[config.mk]
export PLATFORM = sky130hd
export DESIGN_NAME = axi_w_arbiter_fsm_flat
export DESIGN_NICKNAME = d
export VERILOG_FILES = /design/src/rtl/axi_w_arbiter_fsm_if.sv /design/src/rtl/axi_w_arbiter_fsm.sv /design/src/flat_wrapper.sv
export SDC_FILE = /design/constraint.sdc
export NUM_CORES = 1
export LEC_CHECK = 0
export CAP_MARGIN = 20
export CORE_AREA = 5 5 68 70
export CTS_CLUSTER_SIZE = 10
export DETAILED_ROUTE_END_ITERATION = 7
export DIE_AREA = 0 0 73 75
export PLACE_DENSITY = 0.77
export SYNTH_ARGS = -nofsm -noshare
export SYNTH_HDL_FRONTEND = slang
export SYNTH_SLANG_ARGS = --single-unit
[constraint.sdc]
create_clock -name ACLK -period 2.4 [get_ports ACLK]
set_input_delay 0.48 -clock ACLK [delete_from_list [all_inputs] [get_ports ACLK]]
set_output_delay 0.48 -clock ACLK [all_outputs]
set_load 0.1 [all_outputs]
[src/rtl/axi_w_arbiter_fsm_if.sv]
// Bundle of the AW/W/B handshake signals seen by the write-path arbiter,
// plus the arbiter's state/grant/beat-count outputs.
// Modports: slave = arbiter side, master = driving side.
`ifndef AXI_LEN_BITS
`define AXI_LEN_BITS 8
`endif
`ifndef WRITESTATE_IDLE
`define WRITESTATE_IDLE 2'b00
`endif
`ifndef WRITESTATE_WTRANS
`define WRITESTATE_WTRANS 2'b01
`endif
`ifndef WRITESTATE_BTRANS
`define WRITESTATE_BTRANS 2'b10
`endif

interface axi_w_arbiter_fsm_if #(
    parameter int unsigned MasterCount = 2,
    parameter int unsigned CntBits     = 9
);
    logic [MasterCount-1:0]                     AWVALID_MS;
    logic [MasterCount-1:0][`AXI_LEN_BITS-1:0]  AWLEN_MS;
    logic                                       AWREADY;
    logic                                       WVALID;
    logic                                       WREADY;
    logic                                       WLAST;
    logic                                       BVALID;
    logic                                       BREADY;
    logic [1:0]                                 state;
    logic [MasterCount-1:0]                     sel_Master;
    logic [CntBits-1:0]                         wbeat_cnt;
    logic                                       len_err;

    modport slave (
        input  AWVALID_MS, AWLEN_MS, AWREADY, WVALID, WREADY, WLAST, BVALID, BREADY,
        output state, sel_Master, wbeat_cnt, len_err
    );

    modport master (
        output AWVALID_MS, AWLEN_MS, AWREADY, WVALID, WREADY, WLAST, BVALID, BREADY,
        input  state, sel_Master, wbeat_cnt, len_err
    );
endinterface

[src/rtl/axi_w_arbiter_fsm.sv]
// Write-path arbiter: grants one master per write transaction (AW, W, B),
// drives the W-mux state/select, counts W beats and flags AWLEN mismatches.
// Optional macro AXI_WARB_ROUND_ROBIN_EN: round-robin arbitration instead of
// fixed priority (index 0 highest).
`ifndef AXI_LEN_BITS
`define AXI_LEN_BITS 8
`endif
`ifndef WRITESTATE_IDLE
`define WRITESTATE_IDLE 2'b00
`endif
`ifndef WRITESTATE_WTRANS
`define WRITESTATE_WTRANS 2'b01
`endif
`ifndef WRITESTATE_BTRANS
`define WRITESTATE_BTRANS 2'b10
`endif

module axi_w_arbiter_fsm #(
    parameter int unsigned MasterCount = 2,
    parameter int unsigned CntBits     = 9
) (
    input logic                ACLK,
    input logic                ARESETn,
    axi_w_arbiter_fsm_if.slave bus
);
    localparam int unsigned IdxBits = (MasterCount > 1) ? $clog2(MasterCount) : 1;

    typedef enum logic [1:0] {
        ST_IDLE   = `WRITESTATE_IDLE,
        ST_WTRANS = `WRITESTATE_WTRANS,
        ST_BTRANS = `WRITESTATE_BTRANS
    } state_e;

    state_e                 state_q, state_d;
    logic [MasterCount-1:0] lock_q, lock_d;
    logic [CntBits-1:0]     exp_q, exp_d;
    logic [CntBits-1:0]     wbeat_cnt_q, wbeat_cnt_d;
    logic                   len_err_q, len_err_d;
`ifdef AXI_WARB_ROUND_ROBIN_EN
    logic [IdxBits-1:0]     ptr_q, ptr_d;
    logic [IdxBits-1:0]     lock_idx_q, lock_idx_d;
`endif

    logic [MasterCount-1:0] grant;
    logic [IdxBits-1:0]     win_idx;
    logic                   req_any;
    int unsigned            cand;
    logic                   w_hs, b_hs, aw_hs;
    logic [CntBits-1:0]     cnt_inc;
    logic [CntBits-1:0]     aw_exp;
    logic [MasterCount-1:0] sel;

    // Arbitration: first requester found scanning from the start index.
    always_comb begin
        grant   = '0;
        win_idx = '0;
        req_any = 1'b0;
        cand    = 0;
        for (int unsigned k = 0; k < MasterCount; k++) begin
`ifdef AXI_WARB_ROUND_ROBIN_EN
            cand = int'(ptr_q) + k;
            if (cand >= MasterCount) cand = cand - MasterCount;
`else
            cand = k;
`endif
            if (!req_any && bus.AWVALID_MS[IdxBits'(cand)]) begin
                req_any                = 1'b1;
                grant[IdxBits'(cand)]  = 1'b1;
                win_idx                = IdxBits'(cand);
            end
        end
    end

    // Next-state, lock, beat counter and length-check logic.
    always_comb begin
        w_hs    = bus.WVALID & bus.WREADY;
        b_hs    = bus.BVALID & bus.BREADY;
        aw_hs   = req_any & bus.AWREADY;
        cnt_inc = (&wbeat_cnt_q) ? wbeat_cnt_q : wbeat_cnt_q + CntBits'(1);
        aw_exp  = CntBits'(bus.AWLEN_MS[win_idx]) + CntBits'(1);

        state_d     = state_q;
        lock_d      = lock_q;
        exp_d       = exp_q;
        wbeat_cnt_d = wbeat_cnt_q;
        len_err_d   = len_err_q;
`ifdef AXI_WARB_ROUND_ROBIN_EN
        ptr_d       = ptr_q;
        lock_idx_d  = lock_idx_q;
`endif

        case (state_q)
            ST_IDLE: begin
                if (aw_hs) begin
                    lock_d      = grant;
                    exp_d       = aw_exp;
                    len_err_d   = 1'b0;
                    wbeat_cnt_d = '0;
                    state_d     = ST_WTRANS;
`ifdef AXI_WARB_ROUND_ROBIN_EN
                    lock_idx_d  = win_idx;
`endif
                    // A beat accepted alongside the AW belongs to this burst.
                    if (w_hs) begin
                        wbeat_cnt_d = CntBits'(1);
                        if (bus.WLAST) begin
                            len_err_d = (aw_exp != CntBits'(1));
                            state_d   = ST_BTRANS;
                        end else if (aw_exp == CntBits'(1)) begin
                            len_err_d = 1'b1;
                        end
                    end
                end
            end
            ST_WTRANS: begin
                if (w_hs) begin
                    wbeat_cnt_d = cnt_inc;
                    if (bus.WLAST) begin
                        if (cnt_inc != exp_q) len_err_d = 1'b1;
                        state_d = ST_BTRANS;
                    end else if (cnt_inc == exp_q) begin
                        len_err_d = 1'b1;
                    end
                end
            end
            ST_BTRANS: begin
                if (b_hs) begin
                    state_d = ST_IDLE;
                    lock_d  = '0;
`ifdef AXI_WARB_ROUND_ROBIN_EN
                    if (int'(lock_idx_q) + 1 >= MasterCount) ptr_d = '0;
                    else ptr_d = lock_idx_q + IdxBits'(1);
`endif
                end
            end
            default: begin
                state_d = ST_IDLE;
                lock_d  = '0;
            end
        endcase
    end

    // State and bookkeeping registers.
    always_ff @(posedge ACLK or negedge ARESETn) begin
        if (!ARESETn) begin
            state_q     <= ST_IDLE;
            lock_q      <= '0;
            exp_q       <= '0;
            wbeat_cnt_q <= '0;
            len_err_q   <= 1'b0;
`ifdef AXI_WARB_ROUND_ROBIN_EN
            ptr_q       <= '0;
            lock_idx_q  <= '0;
`endif
        end else begin
            state_q     <= state_d;
            lock_q      <= lock_d;
            exp_q       <= exp_d;
            wbeat_cnt_q <= wbeat_cnt_d;
            len_err_q   <= len_err_d;
`ifdef AXI_WARB_ROUND_ROBIN_EN
            ptr_q       <= ptr_d;
            lock_idx_q  <= lock_idx_d;
`endif
        end
    end

    // Grant select: live arbitration in IDLE, locked master otherwise.
    always_comb begin
        case (state_q)
            ST_IDLE:              sel = grant;
            ST_WTRANS, ST_BTRANS: sel = lock_q;
            default:              sel = '0;
        endcase
    end

    assign bus.state      = state_q;
    assign bus.sel_Master = sel;
    assign bus.wbeat_cnt  = wbeat_cnt_q;
    assign bus.len_err    = len_err_q;
endmodule

[src/flat_wrapper.sv]
// flat-port wrapper written by rule: the top's interface ports become plain ports
module axi_w_arbiter_fsm_flat 
#(
    parameter int unsigned MasterCount = 2,
    parameter int unsigned CntBits     = 9
)
  (ACLK, ARESETn, bus_AWVALID_MS, bus_AWLEN_MS, bus_AWREADY, bus_WVALID, bus_WREADY, bus_WLAST, bus_BVALID, bus_BREADY, bus_state, bus_sel_Master, bus_wbeat_cnt, bus_len_err);
  axi_w_arbiter_fsm_if #(.MasterCount(MasterCount), .CntBits(CntBits)) bus_i ();
  input logic ACLK;
  input logic ARESETn;
  input wire logic [$bits(bus_i.AWVALID_MS)-1:0] bus_AWVALID_MS;
  input wire logic [$bits(bus_i.AWLEN_MS)-1:0] bus_AWLEN_MS;
  input wire logic [$bits(bus_i.AWREADY)-1:0] bus_AWREADY;
  input wire logic [$bits(bus_i.WVALID)-1:0] bus_WVALID;
  input wire logic [$bits(bus_i.WREADY)-1:0] bus_WREADY;
  input wire logic [$bits(bus_i.WLAST)-1:0] bus_WLAST;
  input wire logic [$bits(bus_i.BVALID)-1:0] bus_BVALID;
  input wire logic [$bits(bus_i.BREADY)-1:0] bus_BREADY;
  output wire logic [$bits(bus_i.state)-1:0] bus_state;
  output wire logic [$bits(bus_i.sel_Master)-1:0] bus_sel_Master;
  output wire logic [$bits(bus_i.wbeat_cnt)-1:0] bus_wbeat_cnt;
  output wire logic [$bits(bus_i.len_err)-1:0] bus_len_err;
  assign bus_i.AWVALID_MS = bus_AWVALID_MS;
  assign bus_i.AWLEN_MS = bus_AWLEN_MS;
  assign bus_i.AWREADY = bus_AWREADY;
  assign bus_i.WVALID = bus_WVALID;
  assign bus_i.WREADY = bus_WREADY;
  assign bus_i.WLAST = bus_WLAST;
  assign bus_i.BVALID = bus_BVALID;
  assign bus_i.BREADY = bus_BREADY;
  assign bus_state = bus_i.state;
  assign bus_sel_Master = bus_i.sel_Master;
  assign bus_wbeat_cnt = bus_i.wbeat_cnt;
  assign bus_len_err = bus_i.len_err;
  axi_w_arbiter_fsm #(.MasterCount(MasterCount), .CntBits(CntBits)) u_core (.ACLK(ACLK), .ARESETn(ARESETn), .bus(bus_i));
endmodule
==> impl_metrics.env, run 1 <==
export IMPL_numCtsBuffers=3
export IMPL_synth_warnings=0
export IMPL_core_um2=3910
export IMPL_portBuffers=39
export IMPL_synth_cell_type_count=51
export IMPL_layout_nets=325
export IMPL_drt_iter0_markers=87
export IMPL_synth_edf_count=0
export IMPL_htree_levels=1
export IMPL_drcViolationCount=0
export IMPL_vias=1867
export IMPL_ys_async_sr_fraction_pct=100
export IMPL_antenna_cells=0
export IMPL_fin_crit_ns=2.34
export IMPL_drtPass1Iterations=4
export IMPL_final_hold_viol_count=0
export IMPL_ys_seq_area_share_pct=30.3
export IMPL_area_growth_pct=37.2
export IMPL_grt_overflow_total=0
export IMPL_hold_ws_ns=0.509
export IMPL_avgViaCountPerCell=5.48
export IMPL_grt_pass1_wl_mm=7.65
export IMPL_maxCapViolCount=0
export IMPL_crit_fanout=5
export IMPL_syn_nets=261
export IMPL_p_leak_nw=1.15
export IMPL_rsz0062_at_grt="true"
export IMPL_hold_path_class="reg -> reg"
export IMPL_place_area_um2=2510
export IMPL_fillers=338
export IMPL_setup_violations=0
export IMPL_hold_depth=2
export IMPL_use_met3_pct=2.67
export IMPL_cts_tree="yes"
export IMPL_ant_nets=0
export IMPL_cts_root_buf="clkbuf_8"
export IMPL_p_total_mw=2.29
export IMPL_critPathKind="in -> reg"
export IMPL_status="finished clean"
export IMPL_ir_drop_mv=0.956
export IMPL_rr_worst_depth=8
export IMPL_clock_sinks=23
export IMPL_final_max_slew_viol_count=0
export IMPL_grt_met2_usage_pct=31.1
export IMPL_hp_start="u_core.exp_q[7]$_DFFE_PN0P_"
export IMPL_wl_per_cell_um=13.5
export IMPL_die_area_um2=5480
export IMPL_top_usage_layer="met2"
export IMPL_relSlewSlack_pct=69.9
export IMPL_rr_endpoint="u_core.bus.len_err$_DFFE_PN0P_"
export IMPL_layout_common_cells="buf_4 (42), nand2_1 (33), clkdlybuf4s50_1 (23)"
export IMPL_worstMarginPinSlew_ns=0.450
export IMPL_layout_drive_gt1_share_pct=27.8
export IMPL_fin_worst_skew_ns=0.00610
export IMPL_netlist_area_um2=1900
export IMPL_final_area_um2=2610
export IMPL_hpwl_mm=3.62
export IMPL_finalWeightedCongestion=0.800
export IMPL_met1_usage_pct=21.4
export IMPL_avgSynthCellArea_um2=8.34
export IMPL_die_width_um=73
export IMPL_end_kind="flop"
export IMPL_r2r_slack_ns=0.22
export IMPL_pre_cts_slack_ns=-0.507
export IMPL_crit_arrival_ns=2.50
export IMPL_clk_pin_slew_worst_paths_ns=0.09
export IMPL_final_period_utilization_pct=97.4
export IMPL_floorplan_initialDensity_pct=48.6
export IMPL_synth_cells=228
export IMPL_reg2reg_from="u_core.bus.wbeat_cnt[1]$_DFFE_PN0P_"
export IMPL_fmax_mhz=428
export IMPL_clock_latency_ns=0.26
export IMPL_cp_start_kind="input port"
export IMPL_antenna_found_initial=0
export IMPL_fin_ws_ns=0.0626
export IMPL_ys_flop_type="dfrtp_1"
export IMPL_holdPathEnd="u_core.exp_q[7]$_DFFE_PN0P_"
export IMPL_grt_pass1_vias=1739
export IMPL_rows=23
export IMPL_grt_max_degree=24
export IMPL_wirelength_mm=4.59
export IMPL_final_common_cell="buf_4"
export IMPL_boundaryPins=40
export IMPL_grt_usage_pct=17.5
export IMPL_yosys_register_bits=23
export IMPL_critPathRequiredTime_ns=2.56
export IMPL_clock_path_buffers=2
export IMPL_powerDensity_nw_per_um2=879
export IMPL_fin_util_pct=66.6
export IMPL_die_h_um=75
-- final cells by class --
class / instances / area (um^2) / area share (%)
well taps: 50 / 62.6 / 2.40
repair buffers: 69 / 603 / 23.1
clock buffers: 3 / 41.3 / 1.58
multi-input cells: 188 / 1280 / 49.1
flip-flops and latches: 23 / 589 / 22.6
inverters: 7 / 26.3 / 1.01
clock inverters: 1 / 5.00 / 0.192
-- metal layers --
metal / vias up / share of wire, %
met5: - / 0
met4: 0 / 1.0
met3: 4 / 4.6
met2: 38 / 50
met1: 873 / 44
li1: 952 / -
-- where the power goes --
part / internal (mW) / switching [mW] / leakage (nW) / total [mW]
registers: 0.510 / 0.106 / 0.284 / 0.616
clock network: 0.116 / 0.128 / 0.0255 / 0.244
logic: 0.537 / 0.896 / 0.840 / 1.43
-- how the worst max path moves through the flow --
stage,start,to,slack [ns],cells after the start
after global placement,bus_AWVALID_MS[1],u_core.bus.len_err$_DFFE_PN0P_,-0.44,10
after detailed placement,bus_AWVALID_MS[1],u_core.bus.len_err$_DFFE_PN0P_,-0.51,11
after CTS,bus_AWVALID_MS[0],u_core.bus.len_err$_DFFE_PN0P_,0.06,11
after global routing,bus_AWVALID_MS[0],u_core.bus.len_err$_DFFE_PN0P_,-0.003,11
after floorplan,u_core.bus.state[0]$_DFFE_PN0P_,bus_sel_Master[0],0.02,5
final,bus_AWVALID_MS[0],u_core.bus.len_err$_DFFE_PN0P_,0.06,11
-- timing repair --
item / CTS / global route
gates resized for setup: 6 / 1
setup buffers: 5 / 0
endpoints found under the setup margin: 1 / 2
pin swaps: 5 / 2
hold buffers: 0 / 0
-- stage by stage --
| step | std cells | TNS [ns] |
|---|---|---|
| finish | 341 | 0 |
| global route | 341 | -0.00269 |
| CTS | 341 | 0 |
| global placement | 332 | -0.685 |
| floorplan | 228 | 0 |
| detailed placement | 332 | -0.985 |
-- cells by family after synthesis --
family	synth area share, %
xor gates and xnor gates	7.37
and+or+nand+nor	25.3
adders and majority gates	4.61
muxes	8.56
AOI/OAI and AO/OA	19.0
buffers and inverters	4.87
DFF	30.3
-- flip-flops by register name, summed over array words and instances, names as in the netlist --
| name | flops |
|---|---|
| u_core.bus.wbeat_cnt | 9 |
| u_core.exp_q | 9 |
| u_core.bus.state | 2 |
| u_core.lock_q | 2 |
| u_core.bus.len_err | 1 |
-- synth_stat cells (6+ instances only) --
cell	count	share of area, %
mux2i_1	6	3.2
a31oi_1	6	2.0
ha_1	7	4.6
xor2_1	8	3.7
nand3_1	14	3.7
a21oi_1	14	3.7
dfrtp_1	23	30
inv_1	7	1.4
nand2_1	34	6.7
nand4_1	6	2.0
o21ai_0	16	4.2
nor2_1	12	2.4
xnor2_1	8	3.7
-- worst max-delay path, stage by stage --
cell,delay (ns)
dlygate4sd2_1,0.27
nor2b_4,0.14
mux2_4,0.32
ha_4,0.18
nand3_2,0.07
xor2_1,0.14
mux2i_1,0.11
nor4b_2,0.28
nand4_1,0.14
mux2i_1,0.14
o221a_1,0.21
No activity file was read; power rests on OpenSTA's default activity.
==> run 2, diff against run 1 <==
--- a/config.mk
+++ b/config.mk
@@ -11,6 +11,7 @@
 export DETAILED_ROUTE_END_ITERATION = 7
 export DIE_AREA = 0 0 73 75
 export PLACE_DENSITY = 0.77
+export RECOVER_POWER = 100
 export SYNTH_ARGS = -nofsm -noshare
 export SYNTH_HDL_FRONTEND = slang
 export SYNTH_SLANG_ARGS = --single-unit
==> run 2 against run 1 <==
Effect of this change: flip-flop and latch count stayed put; register-to-register slack hardly changed; die area stayed put; clock skew is 0.00055 ns higher; critical path type unchanged; largest cell class unchanged.
==> impl_metrics.env, run 2 (synthesized netlist as in run 1, its figures left out) <==
export IMPL_rr_endpoint="u_core.bus.wbeat_cnt[5]$_DFFE_PN0P_"
export IMPL_timing_critical_path_from="bus_AWVALID_MS[0]"
export IMPL_critPathRequiredTime_ns=2.56
export IMPL_cts_root_buf="clkbuf_8"
export IMPL_die_area_um2=5480
export IMPL_clock_path_buffers=2
export IMPL_fillers=358
export IMPL_reg2reg_from="u_core.bus.state[0]$_DFFE_PN0P_"
export IMPL_hold_path_class="reg -> reg"
export IMPL_finalWeightedCongestion=0.800
export IMPL_cp_start_kind="input port"
export IMPL_multi_input_comb_area_um2=1280
export IMPL_boundaryPins=40
export IMPL_rr_worst_depth=9
export IMPL_ff_latch_area_um2=589
export IMPL_avgViaCountPerCell=5.45
export IMPL_die_h_um=75
export IMPL_grt_pass1_vias=1739
export IMPL_r2r_slack_ns=0.22
export IMPL_clock_sinks=23
export IMPL_core_um2=3910
export IMPL_final_max_slew_viol_count=0
export IMPL_wirelength_mm=4.59
export IMPL_grt_pass1_wl_mm=7.65
export IMPL_final_common_cell="nand2_1"
export IMPL_setup_violations=0
export IMPL_relSlewSlack_pct=14.8
export IMPL_grt_overflow_total=0
export IMPL_ir_drop_mv=0.882
export IMPL_clock_latency_ns=0.26
export IMPL_final_period_utilization_pct=97.4
export IMPL_final_hold_viol_count=0
export IMPL_end_kind="flop"
export IMPL_status="finished clean"
export IMPL_maxCapViolCount=0
export IMPL_cp_endpoint="u_core.bus.len_err$_DFFE_PN0P_"
export IMPL_grt_usage_pct=17.5
export IMPL_htree_levels=1
export IMPL_layout_nets=325
export IMPL_hpwl_mm=3.62
export IMPL_powerDensity_nw_per_um2=867
export IMPL_p_total_mw=2.20
export IMPL_area_growth_pct=33.6
export IMPL_rsz0062_at_grt="true"
export IMPL_antenna_cells=0
export IMPL_grt_max_degree=24
export IMPL_drcViolationCount=0
export IMPL_rows=23
export IMPL_pre_cts_slack_ns=-0.507
export IMPL_wl_per_cell_um=13.5
export IMPL_critPathKind="in -> reg"
export IMPL_drtPass1Iterations=4
export IMPL_vias=1860
export IMPL_final_area_um2=2540
export IMPL_numCtsBuffers=3
export IMPL_fin_crit_ns=2.34
export IMPL_layout_drive_gt1_share_pct=24.4
export IMPL_drt_iter0_markers=98
export IMPL_die_width_um=73
export IMPL_worstMarginPinSlew_ns=1.28
export IMPL_cts_tree="yes"
export IMPL_fin_worst_skew_ns=0.00665
export IMPL_fmax_mhz=428
export IMPL_ant_nets=0
export IMPL_place_area_um2=2510
export IMPL_layout_common_cells="nand2_1 (33), buf_4 (27), clkdlybuf4s50_1 (22)"
export IMPL_portBuffers=39
export IMPL_fin_ws_ns=0.0628
export IMPL_crit_arrival_ns=2.50
export IMPL_antenna_found_initial=0
export IMPL_floorplan_initialDensity_pct=48.6
export IMPL_p_leak_nw=1.10
export IMPL_hold_buffers=0
export IMPL_clk_pin_slew_worst_paths_ns=0.09
export IMPL_crit_fanout=5
==> run 2: changes by cell type in the layout (fill, tap and decap cells not counted), moves of 2 or more <==
cell and delta:
buf_4 -15, clkbuf_1 +10, clkbuf_2 +5, buf_12 -2, buf_6 +2
==> run 2: routing by layer <==
metal	track usage, %	wire (um)
met5	0	0
met2	31.1	2300
met4	6.35	46
met1	21.4	2010
met3	2.67	234
==> run 2: worst max-delay path, stage by stage <==
cell           delay [ns]
dlygate4sd2_1        0.27
nor2b_4              0.14
mux2_4               0.32
ha_4                 0.18
nand3_2              0.07
xor2_1               0.14
mux2i_1              0.11
nor4b_2              0.28
nand4_1              0.14
mux2i_1              0.15
o221a_1              0.21
==> run 2: worst min-delay path by stage <==
stage	startpoint	end	slack, ns	cells after the start
finish	u_core.exp_q[7]$_DFFE_PN0P_	u_core.exp_q[7]$_DFFE_PN0P_	0.51	2
global route	u_core.exp_q[5]$_DFFE_PN0P_	u_core.exp_q[5]$_DFFE_PN0P_	0.54	2
detailed placement	u_core.exp_q[7]$_DFFE_PN0P_	u_core.exp_q[7]$_DFFE_PN0P_	0.50	2
CTS	u_core.exp_q[7]$_DFFE_PN0P_	u_core.exp_q[7]$_DFFE_PN0P_	0.51	2
floorplan	ARESETn	u_core.bus.len_err$_DFFE_PN0P_	0.18	0
global placement	u_core.exp_q[0]$_DFFE_PN0P_	u_core.exp_q[0]$_DFFE_PN0P_	0.49	2
==> run 2: area by class of cell <==
class,count,share of cell area [%]
Inverter,7,1.03
Multi-Input combinational cell,188,50.4
Tap cell,50,2.46
Sequential cell,23,23.2
Clock inverter,1,0.197
Clock buffer,3,1.63
Timing Repair Buffer,69,21.1
==> run 2: repair_timing <==
item	in CTS	in global routing
gates cloned	0	0
buffers inserted	5	0
pin swaps	5	2
endpoints found under the setup margin	1	2
hold endpoints to repair	0	0
gates resized for setup	6	1
==> run 2: power by group <==
part / switching (mW) / leakage, nW / total, mW / internal, mW
Sequential: 0.104 / 0.284 / 0.614 / 0.510
Clock: 0.129 / 0.0255 / 0.244 / 0.116
Combinational: 0.890 / 0.790 / 1.34 / 0.455
Total: 1.12 / 1.10 / 2.20 / 1.08
==> run 2: through the flow <==
step                      setup TNS (ns)  hold WS, ns  utilization [%]  std cells
after floorplan                        0        0.184                -        228
after global placement            -0.685        0.488             64.1        332
after detailed placement          -0.985        0.496             64.1        332
after CTS                              0        0.513             66.6        341
after global routing            -0.00269        0.535             64.9        341
final                                  0        0.510             64.9        341
